`config.mk`:
```
export PLATFORM = sky130hd
export DESIGN_NAME = seq_detector_prog
export DESIGN_NICKNAME = d
export VERILOG_FILES = /design/src/rtl/seq_det_pkg.sv /design/src/rtl/seq_detector_prog_sat_counter.sv /design/src/rtl/seq_detector_prog.sv
export SDC_FILE = /design/constraint.sdc
export NUM_CORES = 1
export LEC_CHECK = 0
export BUFFER_PORTS_ARGS = -buffer_cell sky130_fd_sc_hd__clkbuf_2
export CORE_MARGIN = 2
export CORE_UTILIZATION = 60
export CTS_CLUSTER_SIZE = 40
export DETAILED_ROUTE_END_ITERATION = 8
export GPL_TIMING_DRIVEN = 0
export PLACE_DENSITY = 0.84
export SETUP_SLACK_MARGIN = 0.15
export SYNTH_ARGS = -nofsm -noshare
export SYNTH_HDL_FRONTEND = slang
export SYNTH_SLANG_ARGS = --single-unit
```
`constraint.sdc`:
```
create_clock -name clk -period 6.15 [get_ports clk]
set_input_delay 0.3075 -clock clk [delete_from_list [all_inputs] [get_ports clk]]
set_output_delay 0.3075 -clock clk [all_outputs]
set_load 0.02 [all_outputs]
```
`src/rtl/seq_det_pkg.sv`:
```
// Shared types and helpers for the programmable serial pattern detector.
package seq_det_pkg;

  typedef enum logic {IDLE = 1'b0, RUN = 1'b1} state_e;

  // Width that can hold any length 0..max_len inclusive.
  function automatic int len_w(input int max_len);
    return $clog2(max_len) + 1;
  endfunction

  function automatic logic [63:0] sat_max(input int w);
    return (w >= 64) ? '1 : ((64'd1 << w) - 64'd1);
  endfunction

endpackage

```
`src/rtl/seq_detector_prog_sat_counter.sv`:
```
// Saturating up-counter: increments on inc, sticks at all-ones.
module sat_counter
  import seq_det_pkg::*;
#(
  parameter int WIDTH = 16
) (
  input  logic             clk,
  input  logic             rst_n,
  input  logic             inc,
  output logic [WIDTH-1:0] count
);

  localparam logic [WIDTH-1:0] CMAX = WIDTH'(sat_max(WIDTH));

  logic [WIDTH-1:0] r_count;

  always_ff @(posedge clk or negedge rst_n) begin
    if (!rst_n)                        r_count <= '0;
    else if (inc && (r_count != CMAX)) r_count <= r_count + 1'b1;
  end

  assign count = r_count;

endmodule

```
`src/rtl/seq_detector_prog.sv`:
```
// Runtime-programmable serial bit-pattern detector with overlap control,
// valid qualifier, registered detect pulse and saturating detect counter.
module seq_detector_prog
  import seq_det_pkg::*;
#(
  parameter int MAX_LEN = 8,
  parameter int CNT_W   = 16,
  parameter int LEN_W   = len_w(MAX_LEN)
) (
  input  logic               clk,
  input  logic               rst_n,
  input  logic               cfg_load,
  input  logic [MAX_LEN-1:0] cfg_pattern,
  input  logic [LEN_W-1:0]   cfg_len,
  input  logic               cfg_overlap,
  input  logic               in_valid,
  input  logic               in_data,
  output logic               det_pulse,
  output logic [CNT_W-1:0]   det_count,
  output logic               cfg_err,
  output logic               running
);

  state_e               r_state, w_state_nxt;
  logic [MAX_LEN-1:0]   r_hist, r_pat;
  logic [LEN_W-1:0]     r_fill, r_len;
  logic                 r_ovl, r_det, r_err;

  logic                 w_cfg_ok, w_beat, w_match;
  logic [MAX_LEN-1:0]   w_hist_nxt, w_mask;
  logic [MAX_LEN:0]     w_mask_ext;
  logic [LEN_W:0]       w_fill_inc;
  logic [LEN_W-1:0]     w_fill_sat;

  assign w_cfg_ok = (cfg_len != '0) && (cfg_len <= LEN_W'(MAX_LEN));

  // A load in the same cycle as a valid beat wins; that beat is dropped.
  assign w_beat     = (r_state == RUN) && in_valid && !cfg_load;
  assign w_hist_nxt = {r_hist[MAX_LEN-2:0], in_data};

  // One extra bit so len == MAX_LEN yields an all-ones mask.
  assign w_mask_ext = ((MAX_LEN+1)'(1) << r_len) - (MAX_LEN+1)'(1);
  assign w_mask     = w_mask_ext[MAX_LEN-1:0];

  assign w_fill_inc = (LEN_W+1)'(r_fill) + (LEN_W+1)'(1);
  assign w_fill_sat = (w_fill_inc > (LEN_W+1)'(MAX_LEN)) ? LEN_W'(MAX_LEN)
                                                         : w_fill_inc[LEN_W-1:0];

  assign w_match = w_beat
                && (((w_hist_nxt ^ r_pat) & w_mask) == '0)
                && (w_fill_inc >= (LEN_W+1)'(r_len));

  always_ff @(posedge clk or negedge rst_n) begin
    if (!rst_n) r_state <= IDLE;
    else        r_state <= w_state_nxt;
  end

  always_comb begin
    w_state_nxt = r_state;
    if (cfg_load) w_state_nxt = w_cfg_ok ? RUN : IDLE;
  end

  always_comb begin
    running = (r_state == RUN);
  end

  always_ff @(posedge clk or negedge rst_n) begin
    if (!rst_n) begin
      r_hist <= '0;
      r_fill <= '0;
      r_pat  <= '0;
      r_len  <= '0;
      r_ovl  <= 1'b0;
      r_det  <= 1'b0;
      r_err  <= 1'b0;
    end else begin
      r_det <= w_match;
      if (cfg_load) begin
        if (w_cfg_ok) begin
          r_pat <= cfg_pattern;
          r_len <= cfg_len;
          r_ovl <= cfg_overlap;
          r_err <= 1'b0;
        end else begin
          r_err <= 1'b1;
        end
        r_hist <= '0;
        r_fill <= '0;
      end else if (w_beat) begin
        r_hist <= w_hist_nxt;
        // Non-overlap: the next match must be built from fresh bits.
        r_fill <= (w_match && !r_ovl) ? '0 : w_fill_sat;
      end
    end
  end

  sat_counter #(.WIDTH(CNT_W)) u_cnt (
    .clk   (clk),
    .rst_n (rst_n),
    .inc   (w_match),
    .count (det_count)
  );

  assign det_pulse = r_det;
  assign cfg_err   = r_err;

endmodule

```
==> results of run 1 <==
## registers in the layout (all words and copies together), names as in the netlist
name and cells:
r_ovl 1, u_cnt.count 16, r_hist 7, r_fill 4, det_pulse 1, cfg_err 1, running 1, r_len 4
r_pat 8
## metal layers
layer / share of wire [%] / up-vias
met1: 47 / 776
met5: 0 / -
met3: 3.8 / 10
li1: - / 782
met4: 2.2 / 0
met2: 47 / 29
## layout make-up
| class | count | share of cell area (%) |
|---|---|---|
| inverter | 6 | 0.887 |
| buffer | 7 | 2.27 |
| timing repair buffer | 36 | 7.09 |
| clock buffer | 6 | 2.86 |
| multi-input combinational | 137 | 41.7 |
| clock inverter | 2 | 0.493 |
| sequential | 43 | 42.4 |
| tap | 48 | 2.36 |
## how the worst max path moves through the flow
stage | from | endpoint
after CTS | r_len[3] | r_fill[0]
after floorplan | r_len[2] | r_fill[0]
after global routing | r_fill[0] | r_fill[0]
after global placement | r_fill[0] | r_fill[0]
final | r_len[1] | r_fill[0]
after detailed placement | r_len[2] | r_fill[0]
## kinds of logic after synthesis
family          after synthesis  synth area share [%]
simple gates                 55                  14.7
flops                        43                  48.6
compound gates               33                  10.7
xor+xnor                     27                  10.7
mux                          14                  7.12
buf+inv                      13                  3.62
fa+ha+maj                     8                  4.52
## cells in the final DEF, fill, tap and decap left out, types with 2 or more instances in the layout
cell | synthesis | routed
dfrtp_1 | 43 | 43
clkbuf_2 | 0 | 36
xnor2_1 | 18 | 18
mux2_2 | 14 | 14
nand3_1 | 9 | 9
xor2_1 | 9 | 9
nor2_1 | 9 | 9
a22o_1 | 8 | 8
ha_1 | 8 | 8
and3_1 | 7 | 7
nand4_1 | 7 | 7
nand2_1 | 6 | 6
inv_1 | 6 | 6
o21ai_0 | 6 | 6
a21oi_1 | 6 | 6
clkbuf_8 | 0 | 5
buf_6 | 3 | 3
nand2b_1 | 3 | 3
and4_1 | 3 | 3
nor3_2 | 2 | 2
nor3_1 | 2 | 2
o221ai_1 | 2 | 2
a21oi_2 | 2 | 2
clkbuf_1 | 1 | 2
buf_4 | 2 | 2
## power by group through the flow
stage               sequential (mW)  clock (mW)  combinational [mW]
global placement              0.332           0               0.109
global route                  0.332       0.192               0.128
floorplan                     0.334           0              0.0762
CTS                           0.327       0.180               0.113
finish                        0.327       0.176               0.112
detailed placement            0.333           0               0.113
## worst max-delay path: cells and delay by family, from the launching register on
family | cells | cell delay, ps
and+or+nand+nor | 4 | 760
buffers and inverters | 1 | 140
DFF | 1 | 470
muxes | 1 | 260
AOI/OAI and AO/OA | 4 | 580
adders and majority gates | 1 | 300
## stage by stage
stage	instance area [sq um]	worst slack (ps)
after floorplan	2210	3780
after global placement	2450	3640
after detailed placement	2450	3600
after CTS	2540	3590
after global routing	2540	3410
final	2540	3560
==> results.cfg, run 1 <==
[drt]
finalWirelength_um = 4150
drc_errors = 0
drt_first_pass_iters = 4
wl_per_cell_um = 14.5
vias = 1597
vias_per_cell = 5.60
drtAntennaViolNets = 0
drtIter0Drc = 118

[floorplan]
core_area_sq_mm = 0.00361
io_pins = 37
rows = 22
die-area_sq_mm = 0.00419
die_h_um = 64.8
initial_core_util_pct = 61.4
die_w_um = 64.8

[placement]
dp_hpwl_um = 2930
gp_congestion = 0.850
place_inst = 277
io_buffers = 36

[yosys]
async_flop_share_pct = 100
synth-seq-area-share_pct = 48.6
synth_edf_count = 0
synth.most_common_cell = dfrtp_1
syn_inst = 193
synth_seq_cells = 43
synth_top_flop_cell = dfrtp_1
yosys.area.top_type = dfrtp_1
synth_cell_type_count = 40
netlist_top_cells_area = dfrtp_1 (49%), mux2_2 (7.1%), xnor2_1 (7.1%)
synthTopCellsByCount = dfrtp_1 (43), xnor2_1 (18), mux2_2 (14)
synth_warnings = 0
synth_area_per_cell_sq_um = 11.5
synth_nets = 219
syn_area_sq_mm = 0.00221
netlist.area_leader.share_pct = 48.6

[clock_network]
cts_hold_buf = 0
cts_num_sinks = 43
cts_buffers = 5
cts_max_path_buffers = 2
root_buffer = clkbuf_8
clkLatencyLatePin_ps = 300
cts_resized = 0
clk_pin_slew_worst_paths_ps = 80
cts_tree = built
post_cts_buffers = 0
cts-htree-levels = 2

[cells_and_area]
syn2layout_area_growth_pct = 14.7
drive_above_1_share_pct = 29.5
diodes = 0
finalNonFillerCells = 285
nFillCells = 274
finalCoreUtilization_pct = 70.4
multi_input_area_sq_mm = 0.00106
nets = 262
ff_latch_area_sq_mm = 0.00108

[timing]
maxSlewHeadroom_pct = 30.4
clock_skew_ps = 5.99
tns_ps = 0
finalSetupViolations = 0
worst_pin_slew_ps = 1040
period_needed_ps = 2590
finalMaxSlewViolations = 0
hold_slack_ps = 175
finalHoldViolCount = 0
clock.fmax_ghz = 0.386
period_share_pct = 42.1
rsz0062_at_grt = false

[critical_path]
cp_slowest_cell = dfrtp_1
cp-end-kind = flip-flop
arrival_ps = 2780
r2r_cells = 11
worst_r2r_endpoint = r_fill[0]
crit_fanout = 10
r2r_start = r_len[1]
cp_slowest_stage_delay_ps = 470
critPathRequiredTime_ps = 6340
critical_path.cell_chain = nor3_2 -> nand2b_1 -> ha_1 -> o21ai_0 -> o2bb2ai_1 -> a311o_2 -> nand4_1 -> or2_1 -> buf_6 -> o211a_1 -> mux2_2
start_kind = flip-flop
r2r_setup_slack_ps = 3560
worstSetupPathType = flip-flop to flip-flop

[grt]
grt_pass1_vias = 1533
met1_usage_pct = 31.4
use_met2_pct = 34.4
grt_max_degree = 44
grt_most_used_layer = met2
grt_usage_pct = 23.0
met3_usage_pct = 6.08
grt_pass1_wl_um = 7240
antenna_found_initial = 0
grt_overflow_total = 0

[flow_run]
max_cap_violations = 0

[power]
p_clk_share_pct = 28.6
switching_power_mw = 0.177
seqPwrFrac_pct = 53.2
leakage_nw = 1.24
finalPower_mw = 0.616
switching_share_pct = 28.7
power.density_mw_per_mm2 = 242
peakVddDrop_v = 0.000222
power.internal_mw = 0.439
p_comb_share_pct = 18.2

[min_path]
holdCritPathClass = primary input to asynchronous set/reset pin

[outcome]
status = complete, no violations
No activity file was read; power rests on OpenSTA's default activity.
==> inputs of run 2 (changes only) <==
Settings changed: CORE_UTILIZATION 60 to 56, PLACE_DENSITY 0.84 to 0.79.
Clock period 6.15 ns to 2.52 ns, I/O delays scaled along.
==> run 2 against run 1 <==
Via count increased by 5.9%. Clock power rose to 3.1 times the previous value. Count of clock-buffer cells in the layout is 1 lower. Setup slack worse by 3600 ps. Critical path depth is 1 lower. Cell count is 5.3% higher. Non-clock buffer count is 15 higher. Design area up 9.7%. Routed wire length up 14%. Worst hold slack lost 170 ps. Sequential share of layout area is 3.6 points lower.
==> results.cfg, run 2 (same netlist as run 1, synthesis figures left out) <==
[drt]
drc_errors = 0
drtIter0Drc = 78
drtAntennaViolNets = 0
finalWirelength_um = 4750
vias = 1692
vias_per_cell = 5.64
drt_first_pass_iters = 4
wl_per_cell_um = 15.8

[power]
switching_power_mw = 0.483
power.internal_mw = 1.22
p_clk_share_pct = 31.9
peakVddDrop_v = 0.000479
p_comb_share_pct = 21.1
power.density_mw_per_mm2 = 611
seqPwrFrac_pct = 47.1
leakage_nw = 1.34
switching_share_pct = 28.4

[grt]
grt_usage_pct = 22.5
grt_pass1_wl_um = 7510
grt_overflow_total = 0
grt_pass1_vias = 1607
antenna_found_initial = 0
grt_max_degree = 44

[critical_path]
crit_fanout = 6
worstSetupPathType = flip-flop to flip-flop
cp_slowest_cell = dfrtp_2
cp-end-kind = flip-flop
start_kind = flip-flop
r2r_setup_slack_ps = 3
critPathRequiredTime_ps = 2700
crit_top_cell = buf_4
arrival_ps = 2700
critical_path.cell_chain = ha_4 -> xor2_1 -> ha_1 -> o21ai_0 -> o21ai_1 -> nand4_1 -> buf_4 -> nor3_4 -> buf_4 -> mux2_2
cp_slowest_stage_delay_ps = 450

[clock_network]
cts_num_sinks = 43
clk_pin_slew_worst_paths_ps = 80
cts_max_path_buffers = 2
cts_hold_buf = 0
clkLatencyLatePin_ps = 300
cts-htree-levels = 2
cts_tree = built
cts_buffers = 5
root_buffer = clkbuf_8

[timing]
finalHoldViolCount = 0
rsz0062_at_grt = true
worst_pin_slew_ps = 1060
period_needed_ps = 2520
clock.fmax_ghz = 0.397
finalSetupViolations = 0
tns_ps = 0
period_share_pct = 99.9
clock_skew_ps = 9.44
worst_slack_ps = 3.35
maxSlewHeadroom_pct = 29.6
finalMaxSlewViolations = 0

[cells_and_area]
nFillCells = 261
diodes = 0
nets = 277
syn2layout_area_growth_pct = 25.8
final_common_cell = dfrtp_1
largest_reg_flops = 16
layout_common_cells = dfrtp_1 (40), clkbuf_2 (36), xnor2_1 (18)
drive_above_1_share_pct = 39.3

[placement]
dp_hpwl_um = 2860
post-place-ws_ps = 6.46
gp_congestion = 0.844
io_buffers = 36

[flow_run]
max_cap_violations = 0

[floorplan]
die_h_um = 66.9
die-area_sq_mm = 0.00447
initial_core_util_pct = 59.2
io_pins = 37
die_w_um = 66.9
rows = 22
core_area_sq_mm = 0.00374

[outcome]
status = complete, no violations

[min_path]
holdCritPathClass = primary input to asynchronous set/reset pin
run 2: changes by cell type in the layout (fill, tap and decap cells not counted), sizes merged:
cell	delta
clkinvlp	-1
buf	+15
bufinv	+1
clkbuf	-1
clkinv	+1
run 2: final cells by class:
class,count,area (sq um),area share [%]
tap,48,60.1,2.16
buffer,7,61.3,2.20
sequential,43,1080,38.8
inverter,6,22.5,0.809
clock inverter,3,43.8,1.57
multi-input combinational,137,1140,40.9
timing repair buffer,51,309,11.1
clock buffer,5,68.8,2.47
run 2: layer usage:
layer,GRT usage (%),part of all wire (%),vias up
met2,36.1,48,35
met1,30.7,46,831
met5,0,0,-
met4,6.12,2.2,0
met3,5.07,3.5,9
li1,-,-,817
run 2: per-stage QoR:
stage | cells | hold slack [ps] | instance area [sq um] | power, mW | util [%]
2_1_floorplan | 193 | -170 | 2220 | 1.00 | -
3_3_place_gp | 277 | 357 | 2460 | 1.08 | 65.6
3_5_place_dp | 277 | 355 | 2460 | 1.09 | 65.6
4_1_cts | 296 | 35.5 | 2710 | 1.66 | 72.3
5_1_grt | 300 | 52.7 | 2790 | 1.78 | 74.4
6_report | 300 | 2.47 | 2790 | 1.70 | 74.4
run 2: worst max-delay path: cells and delay by family (launching register included):
| kind | cells | cell delay (ps) |
|---|---|---|
| adder cells (fa/ha/maj) | 2 | 490 |
| flip-flops | 1 | 450 |
| AND/OR/NAND/NOR | 2 | 390 |
| buffers and inverters | 2 | 320 |
| multiplexers | 1 | 310 |
| AO/OA/AOI/OAI | 2 | 290 |
| XOR/XNOR | 1 | 160 |
run 2: worst paths after layout:
path                           startpoint             end  cells past startpoint
max reg2reg                     r_fill[1]  u_cnt.count[1]                     10
max in group asynchronous           rst_n        r_len[1]                      1
min reg2reg                       cfg_err         cfg_err                      1
min                                 rst_n       r_fill[2]                      1
min in group clk           cfg_pattern[0]        r_pat[0]                      2
max                             r_fill[1]  u_cnt.count[1]                     10
run 2: timing repair:
| action | 4_1_cts | 5_1_grt |
|---|---|---|
| setup buffers | 11 | 3 |
| gates resized for setup | 8 | 14 |
| pin swaps | 6 | 11 |
| setup endpoints to repair | 18 | 21 |
| gates cloned | 0 | 1 |
run 2: power groups by stage:
stage / Combinational [mW] / Sequential (mW) / Clock, mW
2_1_floorplan: 0.187 / 0.814 / 0
3_3_place_gp: 0.269 / 0.810 / 0
3_5_place_dp: 0.274 / 0.811 / 0
4_1_cts: 0.317 / 0.797 / 0.542
5_1_grt: 0.391 / 0.809 / 0.578
6_report: 0.359 / 0.801 / 0.542
